## src/rtl/pwm_demod.sv

```systemverilog
// PWM demodulator: counts synchronised high cycles over each 2^WIDTH-clock frame and
// emits the signed sample that the PWM DAC encoded, optionally aligned to falling edges.
module pwm_demod #(
  parameter int WIDTH       = 12,
  parameter int SYNC_STAGES = 2,
  parameter int LOCK_FRAMES = 4
) (
  input  logic                    clock,
  input  logic                    clock_sreset,
  input  logic                    pwm_in,
  input  logic                    align_en,
  output logic                    data_valid,
  output logic signed [WIDTH-1:0] data,
  output logic                    locked
);

  localparam int CW = $clog2(LOCK_FRAMES + 1);
  localparam logic [CW-1:0] LOCK_MAX = CW'(LOCK_FRAMES);
  localparam logic signed [WIDTH+1:0] MAXV = (WIDTH+2)'((1 <<< (WIDTH - 1)) - 1);
  localparam logic signed [WIDTH+1:0] MINV = -(WIDTH+2)'(1 <<< (WIDTH - 1));

  typedef enum logic {SEARCH, RUN} state_t;

  state_t                   state_reg, state_next;
  logic [SYNC_STAGES-1:0]   sync_reg;
  logic                     prev_reg;
  logic                     align_reg;
  logic [WIDTH-1:0]         cnt_reg, cnt_next;
  logic [WIDTH:0]           h_reg, h_next;
  logic [CW-1:0]            clean_reg, clean_next;
  logic                     valid_next;
  logic signed [WIDTH-1:0]  data_next;
  logic                     locked_next;

  logic                     s;
  logic                     fall;
  logic [WIDTH:0]           hf;
  logic signed [WIDTH+1:0]  diff;
  logic signed [WIDTH-1:0]  sample;

  assign s    = sync_reg[SYNC_STAGES-1];
  assign fall = prev_reg & ~s;
  assign hf   = h_reg + {{WIDTH{1'b0}}, s};
  assign diff = MAXV - $signed({1'b0, hf});

  // Only a fully-high frame (hf = 2^WIDTH) falls below the negative limit.
  always_comb begin
    sample = diff[WIDTH-1:0];
    if (diff < MINV)
      sample = MINV[WIDTH-1:0];
    else if (diff > MAXV)
      sample = MAXV[WIDTH-1:0];
  end

  always_comb begin
    state_next  = state_reg;
    cnt_next    = cnt_reg;
    h_next      = h_reg;
    clean_next  = clean_reg;
    valid_next  = 1'b0;
    data_next   = data;
    locked_next = locked;
    case (state_reg)
      SEARCH: begin
        cnt_next    = '0;
        h_next      = '0;
        locked_next = 1'b0;
        // The edge cycle itself is frame position 0.
        if (fall) begin
          state_next = RUN;
          cnt_next   = WIDTH'(1);
          h_next     = (WIDTH+1)'(s);
        end
      end
      RUN: begin
        if (!align_reg)
          locked_next = 1'b1;
        if (align_reg && fall && (cnt_reg != '0)) begin
          cnt_next    = WIDTH'(1);
          h_next      = (WIDTH+1)'(s);
          locked_next = 1'b0;
          clean_next  = '0;
        end else if (&cnt_reg) begin
          cnt_next   = '0;
          h_next     = '0;
          valid_next = 1'b1;
          data_next  = sample;
          if (align_reg) begin
            if (clean_reg < LOCK_MAX)
              clean_next = clean_reg + 1'b1;
            if (clean_next == LOCK_MAX)
              locked_next = 1'b1;
          end
        end else begin
          cnt_next = cnt_reg + 1'b1;
          h_next   = hf;
        end
      end
    endcase
  end

  always_ff @(posedge clock) begin
    if (clock_sreset) begin
      sync_reg   <= '0;
      prev_reg   <= 1'b0;
      align_reg  <= align_en;
      state_reg  <= align_en ? SEARCH : RUN;
      cnt_reg    <= '0;
      h_reg      <= '0;
      clean_reg  <= '0;
      data_valid <= 1'b0;
      data       <= '0;
      locked     <= 1'b0;
    end else begin
      sync_reg   <= {sync_reg[SYNC_STAGES-2:0], pwm_in};
      prev_reg   <= s;
      state_reg  <= state_next;
      cnt_reg    <= cnt_next;
      h_reg      <= h_next;
      clean_reg  <= clean_next;
      data_valid <= valid_next;
      data       <= data_next;
      locked     <= locked_next;
    end
  end

endmodule

```

## config.mk

```make
export PLATFORM = sky130hd
export DESIGN_NAME = pwm_demod
export DESIGN_NICKNAME = d
export VERILOG_FILES = /design/src/rtl/pwm_demod.sv
export SDC_FILE = /design/constraint.sdc
export NUM_CORES = 1
export LEC_CHECK = 0
export CAP_MARGIN = 20
export CORE_MARGIN = 4
export CORE_UTILIZATION = 51
export CTS_CLUSTER_DIAMETER = 120
export DETAILED_ROUTE_END_ITERATION = 7
export PLACE_DENSITY = 0.72
export SKIP_CTS_REPAIR_TIMING = 1
export SLEW_MARGIN = 40
export SYNTH_ARGS = -nofsm -noshare
export SYNTH_HDL_FRONTEND = slang
export SYNTH_SLANG_ARGS = --single-unit
```

## constraint.sdc

```tcl
create_clock -name clock -period 3 [get_ports clock]
set_clock_uncertainty 0.15 [all_clocks]
set_input_delay 0.6 -clock clock [delete_from_list [all_inputs] [get_ports clock]]
set_output_delay 0.6 -clock clock [all_outputs]
set_load 0.03 [all_outputs]
```

After elaboration in Yosys (flattened, before gate mapping)
Index checks and enable logic that the tools add are counted.
{"block": "word_totals", "word_cells": 60, "input_bits": 4, "output_inout_bits": 14, "ff_bits": 47}
{"block": "classes", "addsub": 4, "eq_ne": 1, "magnitude_cmp": 3, "bitwise_logic": 4, "n_mux": 29, "n_reduce_logical": 9}
{"op": "$mux 12", "count": 4}
{"op": "$mux 13", "count": 2}
{"op": "$pmux 13 s2", "count": 1}
{"op": "$mux 3", "count": 8}
{"op": "$pmux 12 s2", "count": 1}
{"op": "$gt 14x12->1 const B", "count": 1}
{"op": "$lt 14x12->1 const B", "count": 1}
{"op": "$reduce_and 14->1", "count": 1}
{"op": "$sub 11x13->14 const A", "count": 1}
{"op": "$add 13x1->13", "count": 1}
{"op": "$add 12x1->12 const B", "count": 1}
{"op": "$mux 1", "count": 12}
{"op": "$reduce_and 12->1", "count": 1}
{"op": "$reduce_bool 12->1", "count": 1}
{"op": "$reduce_bool 2->1", "count": 2}
{"op": "$add 3x1->3 const B", "count": 1}
{"op": "$eq 3x3->1 const B", "count": 1}
{"op": "$lt 3x3->1 const B", "count": 1}
{"op": "$not 1->1", "count": 3}
{"op": "$reduce_and 3->1", "count": 1}
{"op": "$reduce_or 3->1", "count": 1}
{"op": "$logic_and 1x1->1", "count": 2}
{"op": "$pmux 1 s2", "count": 1}
{"op": "$and 1x1->1", "count": 1}

Depth between registers and ports, before layout
{"block": "depth", "depth_word": 12, "depth_mapped": 9}

Worst setup path before layout
No wires, ideal clock.
{"block": "synth_path", "path_type": "register to register", "startpoint": "register cnt_reg[0]", "endpoint": "register h_reg[12]", "t_required_ps": 2781, "arrival_time_ps": 2094, "setup_ps": 69, "path_slack_ps": 686, "path_stages_with_launch": 10, "path_cell_list": "dfxtp_1 > inv_1 > ha_1 > or4b_1 > o311ai_4 > nand3b_4 > nand2b_4 > buf_6 > buf_6 > nor2_1"}
{"block": "synth_between", "elab_chain_len": 4, "word_cells_on_any_way": 6}
{"element": "start, declared", "line": "28", "rtl": "logic [WIDTH-1:0] cnt_reg, cnt_next;"}
{"element": "start signal, assigned", "line": "118", "rtl": "cnt_reg <= cnt_next;"}
{"element": "$reduce_and 12->1 / $reduce_bool 12->1 (equally long branches)", "line": "83, 78"}
{"element": "$mux 13 / $logic_and 1x1->1 (equally long branches)", "line": "83, 78"}
{"element": "$mux 13 (*)", "line": "78", "rtl": "if (align_reg && fall && (cnt_reg != '0)) begin"}
{"element": "$pmux 13 s2 (*)", "line": "63", "rtl": "case (state_reg)"}
{"element": "end signal, assigned", "line": "119", "rtl": "h_reg <= h_next;"}
{"element": "end, declared", "line": "29", "rtl": "logic [WIDTH:0] h_reg, h_next;"}
Mark *: on every way between the ends. The rest lies on a longest branch, timed or not.
A chain may end at the register's enable or synchronous reset.

Worst setup path after layout
{"block": "layout_path", "startpoint": "register cnt_reg[0]", "endpoint": "register data[1]"}
{"block": "layout_between", "elab_chain_len": 4}
{"element": "$reduce_bool 12->1", "line": "78"}
{"element": "$logic_and 1x1->1", "line": "78"}
{"element": "$not 1->1 (no source line)"}
{"element": "$reduce_and 14->1 (no source line) (*)"}
{"element": "end signal, assigned", "line": "122", "rtl": "data <= data_next;"}
{"element": "end, declared", "line": "13", "rtl": "output logic signed [WIDTH-1:0] data,"}
Marked as above.

==> run summary <==
crit start category: register
Critical Path End Type: register
GRT Residual Overflow: 0
RSZ-0062 raised after global routing: false
FP Rows: 22
Layout Nets: 254
Multi-input gate area: 992 sq um
Critical Path Max Stage Delay: 0.48 ns
status: finished clean
Synthesized Nets: 235
final max-slew violation count: 0
full die area: 5050 sq um
worst r2r src: cnt_reg[0]$_SDFF_PP0_
max FFs per register: 13
Clock Tree Buf Depth: 2
Finished Layout Cells: 293
initial core utilization: 54.1%
commonest non-fill, non-tap cell in the layout: dfxtp_1
post-detail-place hpwl: 2580 microns
Fin. Hold Viols: 0
Reg-to-Reg End: data[1]$_SDFFE_PP0P_
All-Layer GR Usage: 15.3%
R2R cell count: 7
Synth Flop Type: dfxtp_1
gpl congestion: 0.836
CP Capture Point: data[1]$_SDFFE_PP0P_
Routed Antenna Nets: 0
Seq cells post-synth: 47
Crit path depth: 7
largest net degree at the start of global routing: 25
Crit-path slowest cell: or4b_1
commonest cells after routing, fill and taps aside: 46 x dfxtp_1, 36 x nor2_1, 18 x nand3_1, 18 x nand2_1, 17 x clkdlybuf4s50_1
Clock Sinks: 47
Routed WL: 3600 microns
Routed WL per cell: 12.3 microns
clk slew on worst S/H paths: 0.07 ns
CTS tree: done
P per Cell Area: 448 nW/um^2
CP required: 3.05 ns
Area growth syn-to-layout: 14.0%
leakage: 0.000759 uW
clk_lat worst skew: 0.30 ns
DR vias/cell: 5.26
Initial DRC Count: 110
Final Cycle Share: 81.7%
first-pass iteration count of the detailed router: 4
DR DRC count: 0
core area: 3740 sq um
WHS Path Cells: 1
Mapped Cells: 226
final setup violating endpoints: 0
critical path peak fanout: 13
cell family with most CP delay: simple AND/OR/NAND/NOR gates
first-pass GRT wire length: 6250 microns
Post-Syn Area: 2030 sq um
Reg2Reg Setup Slack: 0.55 ns
crit-path cells: inv_1, ha_1, or4b_1, o311ai_4, and3_1, nand2_1, o32ai_1
crit path from: cnt_reg[0]$_SDFF_PP0_
Tmin final: 2.45 ns
diode count: 0
sequential element share of the synthesized area: 46.9%
DP Cell Count: 286
CTS buffer count: 5
H-tree levels: 2
buffers and inverters on the worst path: 1
YS warnings: 0
HP Class: register to register
Peak VDD IR: 254 uV
vias in the first global route: 1360
input/output buffers: 17
initial antenna violation count: 0
asr flop ratio synth: 0%
Worst Path Arrival: 2.50 ns
I/O pins: 18
Distinct cells, synth: 37
CTS root buffer: clkbuf_8
Die Ht: 71.0 microns
Avg Cell Area, Syn: 8.97 sq um
Setup TNS Final: 0 ns
EDFF count, synth: 1
layout cells sized above 1: 6.12%
Reg area: 951 sq um
critical path type: register to register
via count: 1540
slew margin rel.: 68.0%
fill count: 358
die width: 71.0 microns
worst slew pin tran: 0.478 ns
max frequency: 408 MHz
Max Cap Viol: 0
## synthesized netlist by cell type, types with 4 or more instances
| master | instances | area share, % |
|---|---|---|
| dfxtp_1 | 46 | 45 |
| inv_1 | 10 | 1.9 |
| nor2b_1 | 4 | 1.2 |
| xor2_1 | 9 | 3.9 |
| a31oi_1 | 4 | 1.2 |
| nand2_1 | 18 | 3.3 |
| nor3_1 | 12 | 3.0 |
| ha_1 | 5 | 3.1 |
| clkbuf_1 | 4 | 0.74 |
| nand3_1 | 18 | 4.4 |
| a21oi_1 | 11 | 2.7 |
| nand4_1 | 5 | 1.5 |
| nor2_1 | 36 | 6.7 |
| xnor2_1 | 14 | 6.0 |
## where the power goes
part,internal [uW],switching (uW)
combinational,19.4,28.8
sequential,634,8.64
clock,160,184
## per-stage QoR
| stage | total power, uW | worst slack (ns) | util, % | area, sq um | hold WS [ns] |
|---|---|---|---|---|---|
| 2_1_floorplan | 694 | 0.686 | - | 2030 | 0.264 |
| 3_3_place_gp | 705 | 0.619 | 59.5 | 2230 | 0.266 |
| 3_5_place_dp | 705 | 0.570 | 59.5 | 2230 | 0.278 |
| 4_1_cts | 1050 | 0.534 | 61.5 | 2300 | 0.297 |
| 5_1_grt | 1080 | 0.317 | 61.7 | 2310 | 0.319 |
| 6_report | 1040 | 0.550 | 61.7 | 2310 | 0.287 |
## metal layers
layer	track usage [%]	vias to the layer above	part of all wire, %
met5	0	-	0
met4	5.85	0	0.94
met3	3.41	4	4.3
met1	22.7	704	52
met2	21.3	22	43
li1	-	810	-
## logic make-up after synthesis
| family | synth area share [%] |
|---|---|
| AND/OR/NAND/NOR | 26.7 |
| flip-flops | 46.9 |
| AO/OA/AOI/OAI | 8.40 |
| XOR/XNOR | 9.94 |
| buffers and inverters | 4.51 |
| adder cells (fa/ha/maj) | 3.09 |
| multiplexers | 0.494 |
## how the worst min path moves through the flow
stage	from	to	slack, ns
global placement	sync_reg[0]$_SDFF_PP0_	sync_reg[1]$_SDFF_PP0_	0.27
global route	sync_reg[0]$_SDFF_PP0_	sync_reg[1]$_SDFF_PP0_	0.32
detailed placement	sync_reg[0]$_SDFF_PP0_	sync_reg[1]$_SDFF_PP0_	0.28
finish	sync_reg[0]$_SDFF_PP0_	sync_reg[1]$_SDFF_PP0_	0.29
floorplan	sync_reg[0]$_SDFF_PP0_	sync_reg[1]$_SDFF_PP0_	0.26
CTS	sync_reg[0]$_SDFF_PP0_	sync_reg[1]$_SDFF_PP0_	0.30
## cell type report
cell class,count,area share [%]
Clock buffer,7,3.30
Tap cell,48,2.60
Timing Repair Buffer,20,8.34
Sequential cell,47,41.2
Inverter,10,1.63
Multi-Input combinational cell,161,43.0
Note: power is estimated with default switching activity, not from simulation.
